### config.mk
export PLATFORM = sky130hd
export DESIGN_NAME = id_stage_skid_reg_flat
export DESIGN_NICKNAME = d
export VERILOG_FILES = /design/src/rtl/id_stage_skid_reg_if.sv /design/src/rtl/id_stage_skid_reg.sv /design/src/flat_wrapper.sv
export SDC_FILE = /design/constraint.sdc
export NUM_CORES = 1
export LEC_CHECK = 0
export ABC_CLOCK_PERIOD_IN_PS = 2000
export CORE_MARGIN = 2
export CORE_UTILIZATION = 40
export DETAILED_ROUTE_END_ITERATION = 8
export MAX_ROUTING_LAYER = met4
export PLACE_DENSITY_LB_ADDON = 0.2
export SLEW_MARGIN = 40
export SYNTH_ARGS = -nofsm -noshare
export SYNTH_HDL_FRONTEND = slang
export SYNTH_SLANG_ARGS = --single-unit
### constraint.sdc
create_clock -name clk -period 2 [get_ports clk]
set_input_delay 0.4 -clock clk [delete_from_list [all_inputs] [get_ports clk]]
set_output_delay 0.4 -clock clk [all_outputs]
set_load 0.03 [all_outputs]
### src/rtl/id_stage_skid_reg_if.sv
// Purpose: one valid/ready hop carrying a decoded ID->EX entry (pc, payload, exception).
// Latency: none, wires only.
// Backpressure: ready flows from the receiver (slave) back to the sender (master).
interface id_stage_skid_reg_if #(
    parameter int PC_W      = 30,
    parameter int PAYLOAD_W = 128,
    parameter int EXP_W     = 3
);
    logic                 valid;
    logic                 ready;
    logic [PC_W-1:0]      pc;
    logic [PAYLOAD_W-1:0] payload;
    logic [EXP_W-1:0]     exp;

    // Sender side: presents the entry, observes ready.
    modport master (
        output valid,
        output pc,
        output payload,
        output exp,
        input  ready
    );

    // Receiver side: observes the entry, returns ready.
    modport slave (
        input  valid,
        input  pc,
        input  payload,
        input  exp,
        output ready
    );
endinterface

### src/rtl/id_stage_skid_reg.sv
// Purpose: ID->EX pipeline register with a 2-entry (main + skid) buffer, flush and stall.
// Latency: 1 cycle from accepting edge to out_valid; 1 entry/cycle sustained.
// Backpressure: in_ready is ~skid.valid (register only), so one extra entry is absorbed when blocked.
module id_stage_skid_reg #(
    parameter int                   PAYLOAD_W   = 128,
    parameter int                   PC_W        = 30,
    parameter int                   EXP_W       = 3,
    parameter logic [PAYLOAD_W-1:0] NOP_PAYLOAD = '0
) (
    input  logic                     clk,
    input  logic                     reset_,
    id_stage_skid_reg_if.slave       up,
    id_stage_skid_reg_if.master      dn,
    input  logic                     stall,
    input  logic                     flush,
    output logic [1:0]               occupancy
);

    typedef struct packed {
        logic                 vld;
        logic [PC_W-1:0]      pc;
        logic [PAYLOAD_W-1:0] payload;
        logic [EXP_W-1:0]     exp;
    } entry_t;

    // An empty slot always looks like a bubble so execute can ignore out_valid safely.
    localparam entry_t NOP_ENT = '{
        vld:     1'b0,
        pc:      '0,
        payload: NOP_PAYLOAD,
        exp:     '0
    };

    entry_t m_q;      // main entry, drives the execute side
    entry_t s_q;      // skid entry, always younger than m_q
    entry_t in_ent;
    logic   in_rdy;
    logic   acc;
    logic   drn;

    // in_ready is a pure function of the skid register: no path from out_ready/stall.
    assign in_rdy = ~s_q.vld;

    // Capture the incoming entry as a valid slot.
    always_comb begin
        in_ent         = NOP_ENT;
        in_ent.vld     = 1'b1;
        in_ent.pc      = up.pc;
        in_ent.payload = up.payload;
        in_ent.exp     = up.exp;
    end

    // Handshake qualifiers: flush kills both sides, stall only blocks the drain.
    always_comb begin
        acc = up.valid & in_rdy & ~flush;
        drn = m_q.vld & dn.ready & ~stall & ~flush;
    end

    // Entry movement: reset > flush > fill/drain/skid shuffle, keeping arrival order.
    always_ff @(posedge clk) begin
        if (reset_) begin
            m_q <= NOP_ENT;
            s_q <= NOP_ENT;
        end else if (flush) begin
            m_q <= NOP_ENT;
            s_q <= NOP_ENT;
        end else if (!m_q.vld) begin
            // Skid is never occupied while main is empty, so input goes straight to main.
            if (acc) begin
                m_q <= in_ent;
            end
        end else if (drn) begin
            if (s_q.vld) begin
                // Older skid entry moves up; acc cannot happen since in_ready is low.
                m_q <= s_q;
                s_q <= NOP_ENT;
            end else if (acc) begin
                m_q <= in_ent;
            end else begin
                m_q <= NOP_ENT;
            end
        end else if (acc) begin
            // Main is blocked: absorb exactly one more entry into the skid slot.
            s_q <= in_ent;
        end
    end

    assign up.ready    = in_rdy;
    assign dn.valid    = m_q.vld;
    assign dn.pc       = m_q.pc;
    assign dn.payload  = m_q.payload;
    assign dn.exp      = m_q.exp;
    assign occupancy   = {1'b0, m_q.vld} + {1'b0, s_q.vld};

endmodule

### src/flat_wrapper.sv
// flat-port wrapper written by rule: the top's interface ports become plain ports
module id_stage_skid_reg_flat 
#(
    parameter int                   PAYLOAD_W   = 128,
    parameter int                   PC_W        = 30,
    parameter int                   EXP_W       = 3,
    parameter logic [PAYLOAD_W-1:0] NOP_PAYLOAD = '0
)
  (clk, reset_, stall, flush, occupancy, up_valid, up_pc, up_payload, up_exp, up_ready, dn_valid, dn_pc, dn_payload, dn_exp, dn_ready);
  id_stage_skid_reg_if #(.PC_W(PC_W), .PAYLOAD_W(PAYLOAD_W), .EXP_W(EXP_W)) up_i ();
  id_stage_skid_reg_if #(.PC_W(PC_W), .PAYLOAD_W(PAYLOAD_W), .EXP_W(EXP_W)) dn_i ();
  input  logic clk;
  input  logic reset_;
  input  logic stall;
  input  logic flush;
  output logic [1:0] occupancy;
  input wire logic [$bits(up_i.valid)-1:0] up_valid;
  input wire logic [$bits(up_i.pc)-1:0] up_pc;
  input wire logic [$bits(up_i.payload)-1:0] up_payload;
  input wire logic [$bits(up_i.exp)-1:0] up_exp;
  output wire logic [$bits(up_i.ready)-1:0] up_ready;
  output wire logic [$bits(dn_i.valid)-1:0] dn_valid;
  output wire logic [$bits(dn_i.pc)-1:0] dn_pc;
  output wire logic [$bits(dn_i.payload)-1:0] dn_payload;
  output wire logic [$bits(dn_i.exp)-1:0] dn_exp;
  input wire logic [$bits(dn_i.ready)-1:0] dn_ready;
  assign up_i.valid = up_valid;
  assign up_i.pc = up_pc;
  assign up_i.payload = up_payload;
  assign up_i.exp = up_exp;
  assign up_ready = up_i.ready;
  assign dn_valid = dn_i.valid;
  assign dn_pc = dn_i.pc;
  assign dn_payload = dn_i.payload;
  assign dn_exp = dn_i.exp;
  assign dn_i.ready = dn_ready;
  id_stage_skid_reg #(.PAYLOAD_W(PAYLOAD_W), .PC_W(PC_W), .EXP_W(EXP_W), .NOP_PAYLOAD(NOP_PAYLOAD)) u_core (.clk(clk), .reset_(reset_), .up(up_i), .dn(dn_i), .stall(stall), .flush(flush), .occupancy(occupancy));
endmodule
-- Word-level counts from Yosys, hierarchy flattened
Cells that the tools add are included.
- register bits after elaboration: 324
- word-level logic and storage cells: 33
- add/subtract/negate cells: 1
- eq/ne operators: 2
- mux-type cells: 8
- bitwise operators: 8
- reductions and logical operators: 6
- operators by type and width (cell ; count):
    162-bit two-way mux ; 7
    161-bit two-way mux ; 1
    1-bit AND ; 5
    2-bit AND reduction ; 2
    2-bit nonzero test ; 2
    1-bit NOT ; 3
    3-bit AND reduction ; 1
    1-bit by 1-bit adder with 2-bit output ; 1
    2-bit by 1-bit inequality test with 1-bit output (second input constant) ; 1
    2-bit inequality test (second input constant) ; 1
    2-bit OR reduction ; 1

-- Longest topological paths before layout
- word-level depth: 7
- mapped depth: 7
- gate-level depth less buffers: 4

-- Least setup slack after synthesis
Ideal clock, no wire load.
- path kind: register to register
- start point: register u_core.m_q (netlist bit u_core.dn.valid)
- end point: register u_core.m_q (netlist bit u_core.dn.payload[84])
- setup time: 0.078 ns
- data arrival time: 1.716 ns
- required time: 1.922 ns
- path slack: 0.206 ns
- cell stages (with the launch flop): 7
- path buffers: 3
- clock period less this slack: 1.794 ns
- cell sequence: dfxtp_1 -> buf_2 -> mux2i_4 -> buf_4 -> clkbuf_1 -> a221oi_1 -> nor3_1
- cells in the longest elaborated chain, start to end: 5
- elaborated cells between the ends (all ways): 7
- those cells by class: eq/ne (1); mux (1); bitwise (3); reduce/logical (2)
- RTL lines (item ; RTL line ; source):
    start, declared ; id_stage_skid_reg.sv:34 ; entry_t m_q;
    start signal, assigned ; id_stage_skid_reg.sv:70 ; m_q <= in_ent;
    start signal, assigned ; id_stage_skid_reg.sv:75 ; m_q <= s_q;
    start signal, assigned ; id_stage_skid_reg.sv:78 ; m_q <= in_ent;
    1-bit AND (3 in a row) ; id_stage_skid_reg.sv:56 ; drn = m_q.vld & dn.ready & ~stall & ~flush;
    2-bit inequality test (no line) ; - ;
    2-bit AND reduction (no line) ; - ;
Parallel ways exist; a longest one is shown, timed or not.
A chain may end at the register's enable or synchronous reset.

-- Worst setup path in the final report
- start point: register u_core.m_q (netlist bit u_core.dn.payload[1])
- end point: output port dn_payload[1]
- RTL lines (item ; RTL line ; source):
    end, declared ; flat_wrapper.sv:24 ; output wire logic [$bits(dn_i.payload)-1:0] dn_payload;
No word-level cell between the ends.

==> impl_metrics.yaml <==
run_status:
  status: "finished, final reports clean"
global_routing:
  grt_use_total: 0.240
  grt_pass1_wl_um: 62700
  antenna_found_initial: 4
  grt-ovfl-total: 0
  grt_pass1_vias: 11600
  grt_max_degree: 61
clock_tree:
  clk_latency_ns: 0.50
  post-cts-setup-buffers: 0
  clkTransAtPathRegs_ns: 0.06
  clockBufferDepth: 3
  cts_tree: "done"
  htree_levels: 2
  cts_buffers: 35
  clock_sinks: 324
  cts-root-buf: "clkbuf_16"
setup_path:
  crit_path_max_fanout: 2
  crit_buf_inv: 1
  criticalPathCategory: "reg2out"
  critPathSlowestCell: "clkdlybuf4s50_1"
  arrival_ns: 1.57
  worstPathRequired_ns: 1.60
  endpoint_kind: "primary output"
  crit_chain: "clkdlybuf4s50_1"
  cp_top_family: "buffers and inverters"
  slowest_delay_ns: 0.70
  critPathLaunchType: "flop"
floorplan:
  rows: 64
  dieArea_mm2: 0.0329
  fp.dieW_um: 181
  ios: 332
  fp.coreArea_mm2: 0.0308
  start_util: 0.408
  die_h_um: 181
sta:
  setup_ws_ns: 0.0263
  period_share: 0.987
  hold_viol: 0
  fmax_mhz: 507
  hold_ws_ns: 0.448
  relSlewSlack: 0.696
  final-max-slew-violation-count: 0
  skew_ns: 0.0127
  worstMarginPinSlew_ns: 0.458
  rsz0062_at_grt: "no"
  final-setup-viol-count: 0
  min_period_ns: 1.97
hold_path:
  min_path_type: "reg2reg"
yosys:
  yosys.area_share.xor_xnor: 0
  synth_fa_ha_area_frac: 0.000994
  synth_top_area_cell: "dfxtp_1"
  synth_cell_types: 28
  synth_top_area_frac: 0.515
  synthCells: 1468
  ys_ff_latch: 324
  yosysSeqAreaShare: 0.515
  ys_warn_count: 0
  synth-compound-area-share: 0.188
  netlist_area_mm2: 0.0126
  synth_top_family_by_area: "simple AND/OR/NAND/NOR gates"
  netlist_top_cells_area: "dfxtp_1 52%, a221oi_1 9.8%, nand3_1 6.4%"
  synth_mux_area_frac: 0.00358
  synth_area_per_cell_um2: 8.58
  yosys.area_share.simple: 0.234
  synth_nets: 1636
final_layout:
  final_cell_mix: "323 x dfxtp_1, 307 x clkdlybuf4s50_1, 163 x nand2_1"
  layout.nets: 1951
  final_cells: 2202
  area_growth_pct: 44.9
  drive_gt1_frac: 0.107
  layout_commonest_cell: "dfxtp_1"
power:
  ir_drop_mv: 0.504
  p_leak_nw: 6.71
  p_per_area_mw_per_mm2: 828
drt:
  drt_wl_total_um: 39600
  ant_nets: 0
  drt-pass1-iter-count: 5
  wl_per_cell_um: 18.0
  drt-initial-drc-count: 911
  vias: 12300
  drc_errors: 0
  via_per_inst: 5.60
place:
  io_buffers: 331
  dp_hpwl_um: 26800
  pre_cts_slack_ns: -0.161
  dp.cells: 2142
  place_congestion: 0.801
flow_run:
  max_cap_viol_count: 0
-- through the flow --
stage	area [um^2]	power [mW]	TNS, ns	util
floorplan	12600	7.87	0	-
global placement	17100	9.01	-8.05	0.555
detailed placement	17100	9.03	-14.26	0.555
CTS	18200	15.2	0	0.591
global route	18200	15.7	0	0.592
finish	18200	15.1	0	0.592
-- synth_stat cells --
cell / number
a221oi_1: 141
nand3_1: 161
o21ai_1: 90
a211oi_1: 1
a221oi_2: 20
buf_2: 37
clkbuf_1: 93
a21oi_2: 1
nor3_2: 6
buf_6: 1
nand2_1: 163
nor3_4: 1
dfxtp_1: 324
buf_4: 23
mux2i_4: 2
nor2_1: 162
nor2_2: 1
nand2b_4: 1
nand2b_1: 2
buf_1: 3
nor2b_2: 2
nor3_1: 155
o21ai_0: 72
ha_1: 1
and2_1: 1
a21oi_1: 2
or2_2: 1
inv_1: 1
-- kinds of logic (layout without fill, tap and decap cells) --
group,Yosys count,after routing
AND/OR/NAND/NOR,656,656
AO/OA/AOI/OAI,327,327
multiplexers,2,2
adder cells (fa/ha/maj),1,1
other,0,4
flip-flops,324,324
buffers and inverters,158,492
-- state kept, by name (all words and copies together) (netlist names) --
name,cells
u_core.dn.pc,30
u_core.dn.exp,3
u_core.s_q,162
u_core.dn.payload,128
u_core.dn.valid,1
-- layer usage --
layer  global-route usage  share of wire  vias to the layer above
met5                    -              0                        -
met1                0.327           0.44                     5853
met3               0.0437          0.078                       54
li1                     -              -                     5927
met4               0.0680          0.021                        0
met2                0.366           0.46                      492
-- final timing paths --
| check | start | to | slack, ns | cells past startpoint |
|---|---|---|---|---|
| worst max-delay path | u_core.dn.payload[1] | dn_payload[1] | 0.03 | 1 |
| worst min-delay path | u_core.s_q[91] | u_core.s_q[91] | 0.45 | 2 |
| worst min register to register | u_core.s_q[91] | u_core.s_q[91] | 0.45 | 2 |
| worst max register to register | u_core.dn.valid | u_core.dn.payload[68] | 0.29 | 6 |
-- power by group --
group | internal, mW | switching (mW)
Combinational | 1.02 | 1.16
Sequential | 6.61 | 0.0952
Clock | 3.70 | 2.52
-- final cells by class --
| cell class | instances | area [um^2] |
|---|---|---|
| Fill cell | 2747 | 12600 |
| Sequential cell | 324 | 6490 |
| Multi-Input combinational cell | 986 | 5400 |
| Timing Repair Buffer | 435 | 4760 |
| Clock buffer | 49 | 1030 |
| Tap cell | 396 | 495 |
| Clock inverter | 7 | 63.8 |
| Antenna cell | 4 | 10.0 |
| Inverter | 1 | 3.75 |
-- repair_timing --
item | CTS | global route
hold buffers | 0 | 0
hold endpoints to repair | 0 | 0
setup endpoints to repair | 13 | 11
resized for setup | 14 | 11
Note: power is estimated with default switching activity, not from simulation.
